[config.mk]
export PLATFORM = sky130hd
export DESIGN_NAME = mii_rx_deframer
export DESIGN_NICKNAME = d
export VERILOG_FILES = /design/src/rtl/mii_rx_deframer.sv
export SDC_FILE = /design/constraint.sdc
export NUM_CORES = 1
export LEC_CHECK = 0
export BUFFER_PORTS_ARGS = -buffer_cell sky130_fd_sc_hd__clkbuf_2
export CORE_ASPECT_RATIO = 0.5
export CORE_MARGIN = 3
export CORE_UTILIZATION = 38
export DETAILED_ROUTE_END_ITERATION = 10
export REMOVE_ABC_BUFFERS = 1
export SETUP_SLACK_MARGIN = 0.2
export SLEW_MARGIN = 30
export SYNTH_ARGS = -nofsm -noshare
export SYNTH_HDL_FRONTEND = slang
export SYNTH_SLANG_ARGS = --single-unit
export TNS_END_PERCENT = 1
[constraint.sdc]
create_clock -name clk -period 5.15 [get_ports clk]
set_clock_uncertainty 0.05 [all_clocks]
set_input_delay 0.515 -clock clk [delete_from_list [all_inputs] [get_ports clk]]
set_output_delay 0.515 -clock clk [all_outputs]
set_load 0.005 [all_outputs]
[src/rtl/mii_rx_deframer.sv]
// mii_rx_deframer
//   Receive deframer for a 64-bit / 8-lane MII link. Removes the Start,
//   preamble and SFD word at the head of each frame and the Terminate and
//   idle bytes at the tail. Delivers the payload as a beat stream with a
//   per-byte keep mask, a last flag and an error flag. Keeps wrapping
//   counters of good frames and of errored or dropped frames. There is no
//   backpressure because the MII link cannot stall.
//
// Ports
//   clk          rising-edge clock
//   i_rst_n      asynchronous active-low reset
//   i_rx_data    MII data, lane n = bits [8n+7:8n]
//   i_rx_ctrl    MII control, bit n marks lane n as a control character
//   o_data       payload word (zero when o_valid=0)
//   o_keep       valid-byte mask, contiguous from lane 0 (zero when o_valid=0)
//   o_valid      beat strobe, one cycle per beat
//   o_last       final beat of a frame
//   o_err        frame ended abnormally (qualifies o_last)
//   o_frame_cnt  good frames received
//   o_err_cnt    errored or dropped frames
//   o_dbg_state  current FSM state: 0 idle, 1 data, 2 drop
//
// Output stream contract: there is no ready signal. A beat exists exactly
// in the cycles where o_valid=1, and the consumer must take it in that cycle.
module mii_rx_deframer #(
  parameter int DATA_WIDTH = 64,
  parameter int CTRL_WIDTH = 8,
  parameter int MAX_WORDS  = 190,
  parameter int CNT_WIDTH  = 32
) (
  input  logic                  clk,
  input  logic                  i_rst_n,
  input  logic [DATA_WIDTH-1:0] i_rx_data,
  input  logic [CTRL_WIDTH-1:0] i_rx_ctrl,
  output logic [DATA_WIDTH-1:0] o_data,
  output logic [CTRL_WIDTH-1:0] o_keep,
  output logic                  o_valid,
  output logic                  o_last,
  output logic                  o_err,
  output logic [CNT_WIDTH-1:0]  o_frame_cnt,
  output logic [CNT_WIDTH-1:0]  o_err_cnt,
  output logic [1:0]            o_dbg_state
);

  localparam int LANES  = CTRL_WIDTH;
  localparam int WCNT_W = $clog2(MAX_WORDS + 1);
  localparam logic [WCNT_W-1:0] WCNT_MAX = WCNT_W'(MAX_WORDS);

  localparam logic [7:0] CH_IDLE  = 8'h07;
  localparam logic [7:0] CH_START = 8'hFB;
  localparam logic [7:0] CH_TERM  = 8'hFD;
  localparam logic [7:0] CH_PRE   = 8'h55;
  localparam logic [7:0] CH_SFD   = 8'hD5;

  typedef enum logic [1:0] {
    S_IDLE = 2'd0,
    S_DATA = 2'd1,
    S_DROP = 2'd2
  } state_e;

  state_e                  state_q, state_d;
  logic [DATA_WIDTH-1:0]   hold_q, hold_d;
  logic                    hold_full_q, hold_full_d;
  logic [WCNT_W-1:0]       wcnt_q, wcnt_d;
  logic                    pend_q, pend_d;
  logic [DATA_WIDTH-1:0]   pend_data_q, pend_data_d;
  logic [CTRL_WIDTH-1:0]   pend_keep_q, pend_keep_d;
  logic [DATA_WIDTH-1:0]   data_q, data_d;
  logic [CTRL_WIDTH-1:0]   keep_q, keep_d;
  logic                    valid_q, valid_d;
  logic                    last_q, last_d;
  logic                    err_q, err_d;
  logic [CNT_WIDTH-1:0]    frame_cnt_q, frame_cnt_d;
  logic [CNT_WIDTH-1:0]    err_cnt_q, err_cnt_d;

  // Word classification
  logic                    is_data, is_start, start_ok, has_t, all_idle;
  logic                    is_term, term_ok;
  logic [2:0]              term_k;
  logic [DATA_WIDTH-1:0]   part_data;
  logic [CTRL_WIDTH-1:0]   part_keep;

  always_comb begin
    is_data  = (i_rx_ctrl == '0);
    is_start = (i_rx_ctrl == 8'h01) && (i_rx_data[7:0] == CH_START);
    start_ok = is_start && (i_rx_data[63:8] == {CH_SFD, {6{CH_PRE}}});
    has_t    = 1'b0;
    all_idle = (i_rx_ctrl == '1);
    is_term  = 1'b0;
    term_ok  = 1'b0;
    term_k   = '0;
    for (int n = 0; n < LANES; n++) begin
      if (i_rx_ctrl[n] && (i_rx_data[8*n +: 8] == CH_TERM)) has_t = 1'b1;
      if (i_rx_data[8*n +: 8] != CH_IDLE) all_idle = 1'b0;
    end
    // A well-formed Terminate: data below lane k, T in lane k, idles above.
    for (int k = 0; k < LANES; k++) begin
      term_ok = (i_rx_ctrl == ~((CTRL_WIDTH'(1) << k) - CTRL_WIDTH'(1))) &&
                (i_rx_data[8*k +: 8] == CH_TERM);
      for (int n = 0; n < LANES; n++) begin
        if ((n > k) && (i_rx_data[8*n +: 8] != CH_IDLE)) term_ok = 1'b0;
      end
      if (term_ok) begin
        is_term = 1'b1;
        term_k  = 3'(k);
      end
    end
    part_keep = (CTRL_WIDTH'(1) << term_k) - CTRL_WIDTH'(1);
    part_data = '0;
    for (int n = 0; n < LANES; n++) begin
      if (n < int'(term_k)) part_data[8*n +: 8] = i_rx_data[8*n +: 8];
    end
  end

  // Next state, hold register and output beat
  logic       close_err;
  logic       frame_inc;
  logic [1:0] err_inc;

  always_comb begin
    state_d     = state_q;
    hold_d      = hold_q;
    hold_full_d = hold_full_q;
    wcnt_d      = wcnt_q;
    pend_d      = 1'b0;
    pend_data_d = '0;
    pend_keep_d = '0;
    data_d      = '0;
    keep_d      = '0;
    valid_d     = 1'b0;
    last_d      = 1'b0;
    err_d       = 1'b0;
    close_err   = 1'b0;
    frame_inc   = 1'b0;
    err_inc     = 2'd0;

    // Partial beat left over from a Terminate in lane 1..7. The FSM is
    // already in IDLE, so this overlaps normal processing of the new word.
    if (pend_q) begin
      valid_d   = 1'b1;
      last_d    = 1'b1;
      data_d    = pend_data_q;
      keep_d    = pend_keep_q;
      frame_inc = 1'b1;
    end

    case (state_q)
      S_IDLE: begin
        if (start_ok) begin
          state_d     = S_DATA;
          wcnt_d      = '0;
          hold_full_d = 1'b0;
        end else if (is_start) begin
          err_inc = 2'd1;
        end
      end
      S_DATA: begin
        if (is_start) begin
          // Abort the running frame, then handle the word as a new Start.
          close_err = 1'b1;
          if (start_ok) begin
            err_inc = 2'd1;
            wcnt_d  = '0;
          end else begin
            err_inc = 2'd2;
            state_d = S_IDLE;
          end
        end else if (is_data) begin
          if (wcnt_q == WCNT_MAX) begin
            close_err = 1'b1;
            err_inc   = 2'd1;
            state_d   = S_DROP;
          end else begin
            if (hold_full_q) begin
              valid_d = 1'b1;
              data_d  = hold_q;
              keep_d  = '1;
            end
            hold_d      = i_rx_data;
            hold_full_d = 1'b1;
            wcnt_d      = wcnt_q + WCNT_W'(1);
          end
        end else if (is_term) begin
          state_d     = S_IDLE;
          hold_full_d = 1'b0;
          if (term_k == '0) begin
            if (hold_full_q) begin
              valid_d   = 1'b1;
              last_d    = 1'b1;
              data_d    = hold_q;
              keep_d    = '1;
              frame_inc = 1'b1;
            end else begin
              err_inc = 2'd1;
            end
          end else begin
            if (hold_full_q) begin
              valid_d = 1'b1;
              data_d  = hold_q;
              keep_d  = '1;
            end
            pend_d      = 1'b1;
            pend_data_d = part_data;
            pend_keep_d = part_keep;
          end
        end else begin
          close_err = 1'b1;
          err_inc   = 2'd1;
          state_d   = has_t ? S_IDLE : S_DROP;
        end
      end
      S_DROP: begin
        if (has_t || all_idle) state_d = S_IDLE;
      end
      default: state_d = S_IDLE;
    endcase

    // Error close: flush the hold word, or an empty beat if nothing is held,
    // so the consumer always sees a last+err marker.
    if (close_err) begin
      valid_d     = 1'b1;
      last_d      = 1'b1;
      err_d       = 1'b1;
      data_d      = hold_full_q ? hold_q : '0;
      keep_d      = hold_full_q ? '1 : '0;
      hold_full_d = 1'b0;
    end

    frame_cnt_d = frame_cnt_q + CNT_WIDTH'(frame_inc);
    err_cnt_d   = err_cnt_q + CNT_WIDTH'(err_inc);
  end

  always_ff @(posedge clk or negedge i_rst_n) begin
    if (!i_rst_n) begin
      state_q     <= S_IDLE;
      hold_q      <= '0;
      hold_full_q <= 1'b0;
      wcnt_q      <= '0;
      pend_q      <= 1'b0;
      pend_data_q <= '0;
      pend_keep_q <= '0;
      data_q      <= '0;
      keep_q      <= '0;
      valid_q     <= 1'b0;
      last_q      <= 1'b0;
      err_q       <= 1'b0;
      frame_cnt_q <= '0;
      err_cnt_q   <= '0;
    end else begin
      state_q     <= state_d;
      hold_q      <= hold_d;
      hold_full_q <= hold_full_d;
      wcnt_q      <= wcnt_d;
      pend_q      <= pend_d;
      pend_data_q <= pend_data_d;
      pend_keep_q <= pend_keep_d;
      data_q      <= data_d;
      keep_q      <= keep_d;
      valid_q     <= valid_d;
      last_q      <= last_d;
      err_q       <= err_d;
      frame_cnt_q <= frame_cnt_d;
      err_cnt_q   <= err_cnt_d;
    end
  end

  assign o_data      = data_q;
  assign o_keep      = keep_q;
  assign o_valid     = valid_q;
  assign o_last      = last_q;
  assign o_err       = err_q;
  assign o_frame_cnt = frame_cnt_q;
  assign o_err_cnt   = err_cnt_q;
  assign o_dbg_state = state_q;

endmodule

==> results.yml <==
synthesis:
  syn_avg_cell_area_um2: 10.6
  ys.flop_type: "dfrtp_1"
  netlist_area_mm2: 0.0114
  yosysSeqAreaShare_pct: 61.2
  synth.yosys.warnings: 0
  postSynth.asyncResetShare_pct: 100
  synth_edf_count: 0
  yosysUniqueCellTypes: 64
  synthCells: 1075
  ys_seq_elements: 278
timing:
  fmax_mhz: 221
  setup_viol: 0
  period_share_pct: 88.0
  min_period_ns: 4.53
  timing_hold_violations_final: 0
  rsz0062_at_grt: "no"
  worst_pin_slew_ns: 0.936
  setup_slack_ns: 0.617
  slew_violations: 0
  hold_ws_ns: 0.160
  slew_headroom_pct: 37.5
  setup_tns_ns: 0
cts:
  clkSinkCount: 278
  numCtsBuffers: 26
  clk_pin_slew_ns: 0.06
  cts_tree: "built"
  cts_root_buf: "clkbuf_16"
  clk_path_buf_depth: 3
  insertion_delay_ns: 0.54
  htreeDepth: 1
  post_cts_buffers: 0
grt:
  first_global_vias: 8749
  met1_usage_pct: 26.3
  grt_pass1_wl_um: 50100
  met3_usage_pct: 3.47
  antenna_found_initial: 2
  use_met2_pct: 34.1
  gr-usage-all-layers_pct: 19.9
  grt_max_degree: 115
  grt.busiest_layer: "met2"
  overflow: 0
detailed_routing:
  drt-total-wl_um: 32400
  drtIter0Drc: 722
  drcViolationCount: 0
  antenna_left: 0
  routedWlPerCell_um: 18.9
  drt-vias-per-instance: 5.09
  vias: 8711
  dr.pass1.iters: 5
floorplanning:
  die_width_um: 251
  rows: 44
  die_area_mm2: 0.0322
  core_area_mm2: 0.0292
  initial_core_util_pct: 38.9
  num_io_pins: 215
  die_h_um: 128
finish:
  fin_nets: 1387
  syn2layout_area_growth_pct: 21.7
  final_cell_count_no_fill: 1713
  final_common_cell: "nand2_1"
  fin_area_mm2: 0.0138
  post_route_cells_drive_above_1_share_pct: 22.9
  layout_common_cells: "nand2_1 (304), dfrtp_1 (278), clkbuf_2 (213)"
  final_util_pct: 47.3
setup_path:
  path_class: "primary input to flip-flop"
  reg2regPathDepth: 17
  end_kind: "flip-flop"
  r2r_slack_ns: 0.94
  r2r_start: "wcnt_q[0]"
  critPathMaxFanout: 5
  start_kind: "primary input"
  r2r_end: "o_err_cnt[28]"
  worstPathArrival_ns: 4.89
  cp.required_ns: 5.51
place:
  placedInstanceArea_mm2: 0.0130
  io_buffers: 214
  place_hpwl_um: 22500
  dp_slack_ns: -0.135
  dp_cells: 1667
  place_congestion: 0.868
hold_path:
  hold_end: "hold_q[16]"
  hp-start: "i_rx_data[16]"
  hp-class: "primary input to flip-flop"
  holdPathStages: 3
power_and_ir_drop:
  power_mw: 4.18
  p_per_area_mw_per_mm2: 302
  p_leak_nw: 7.43
  vdd_drop_max_mv: 0.227
run:
  max_cap_violations: 0
status:
  outcome: "complete, no violations"
-- synthesized netlist by cell type (9+ instances only) --
master,n,share of area [%]
o21ai_0,10,0.44
inv_1,11,0.36
and2_1,44,2.4
clkbuf_1,27,0.89
a22o_1,33,2.5
nand3_1,37,1.6
nor2_1,40,1.3
nor3_1,15,0.66
a21o_1,9,0.59
dfrtp_1,278,61
nand4_1,26,1.4
a21oi_1,11,0.48
xor2_1,17,1.3
nor4_1,10,0.55
o22ai_1,21,1.2
xnor2_1,43,3.3
nand2_1,305,10
nor2b_1,12,0.66
and3_1,35,1.9
-- critical path, cell delays in order --
cell and delay [ns]:
clkbuf_2 0.11, nor3_1 0.63, nand4_1 0.25, nor4b_1 0.51
nand2b_1 0.20, nand2_1 0.05, or4b_2 0.61, a21oi_1 0.17
ha_1 0.19, inv_1 0.05, fa_1 0.40, nor2_1 0.19
and3_1 0.24, nor2b_1 0.21, nand2_1 0.16, nor2_1 0.17
nand2_1 0.09, xnor2_1 0.13
-- power breakdown --
group	internal (mW)	switching, mW	total, mW	leakage, nW
logic	0.0408	0.0928	0.134	3.16
clock network	1.06	0.797	1.85	0.401
registers	2.19	0.00939	2.20	3.87
total	3.28	0.899	4.18	7.43
-- worst max path at each step --
| stage | start | end | cells past startpoint |
|---|---|---|---|
| 5_1_grt | i_rx_data[43] | o_err_cnt[28] | 18 |
| 3_3_place_gp | i_rx_data[51] | o_err_cnt[28] | 18 |
| 4_1_cts | i_rx_data[51] | o_err_cnt[30] | 18 |
| 6_report | i_rx_data[43] | o_err_cnt[28] | 18 |
| 3_5_place_dp | i_rx_data[51] | o_err_cnt[30] | 18 |
| 2_1_floorplan | i_rx_ctrl[2] | wcnt_q[6] | 8 |
-- logic make-up (layout without fill, tap and decap cells) --
| family | after synthesis | after routing | share of synthesized area (%) |
|---|---|---|---|
| compound gates | 101 | 101 | 6.58 |
| xor+xnor | 60 | 60 | 4.62 |
| fa+ha+maj | 7 | 7 | 0.836 |
| buf+inv | 50 | 295 | 2.08 |
| flops | 278 | 278 | 61.2 |
| mux | 1 | 1 | 0.0880 |
| other cells | 1 | 3 | 0.0330 |
| simple gates | 577 | 577 | 24.6 |
-- metal layers --
layer,routed length (um),vias up
met5,0,-
li1,-,4081
met1,14100,4373
met4,807,0
met2,16000,204
met3,1540,53
-- timing repair --
action,CTS,global route
hold buffers,0,1
endpoints found under the hold margin,0,44
endpoints found under the setup margin,0,4
gates resized for setup,0,1
-- state kept, by name, summed over array words and instances, names as in the netlist, 2 cells and up --
name,cells
o_data,64
o_err_cnt,32
hold_q,64
pend_data_q,56
o_keep,8
pend_keep_q,7
o_dbg_state,2
o_frame_cnt,32
wcnt_q,8
-- area by class of cell --
class | instances | area, um^2
Tap cell | 391 | 489
Antenna cell | 2 | 5.00
Inverter | 11 | 41.3
Clock inverter | 6 | 55.1
Fill cell | 2699 | 15400
Multi-Input combinational cell | 747 | 4210
Clock buffer | 36 | 749
Timing Repair Buffer | 242 | 1330
Sequential cell | 278 | 6960
No activity file was read; power rests on OpenSTA's default activity.
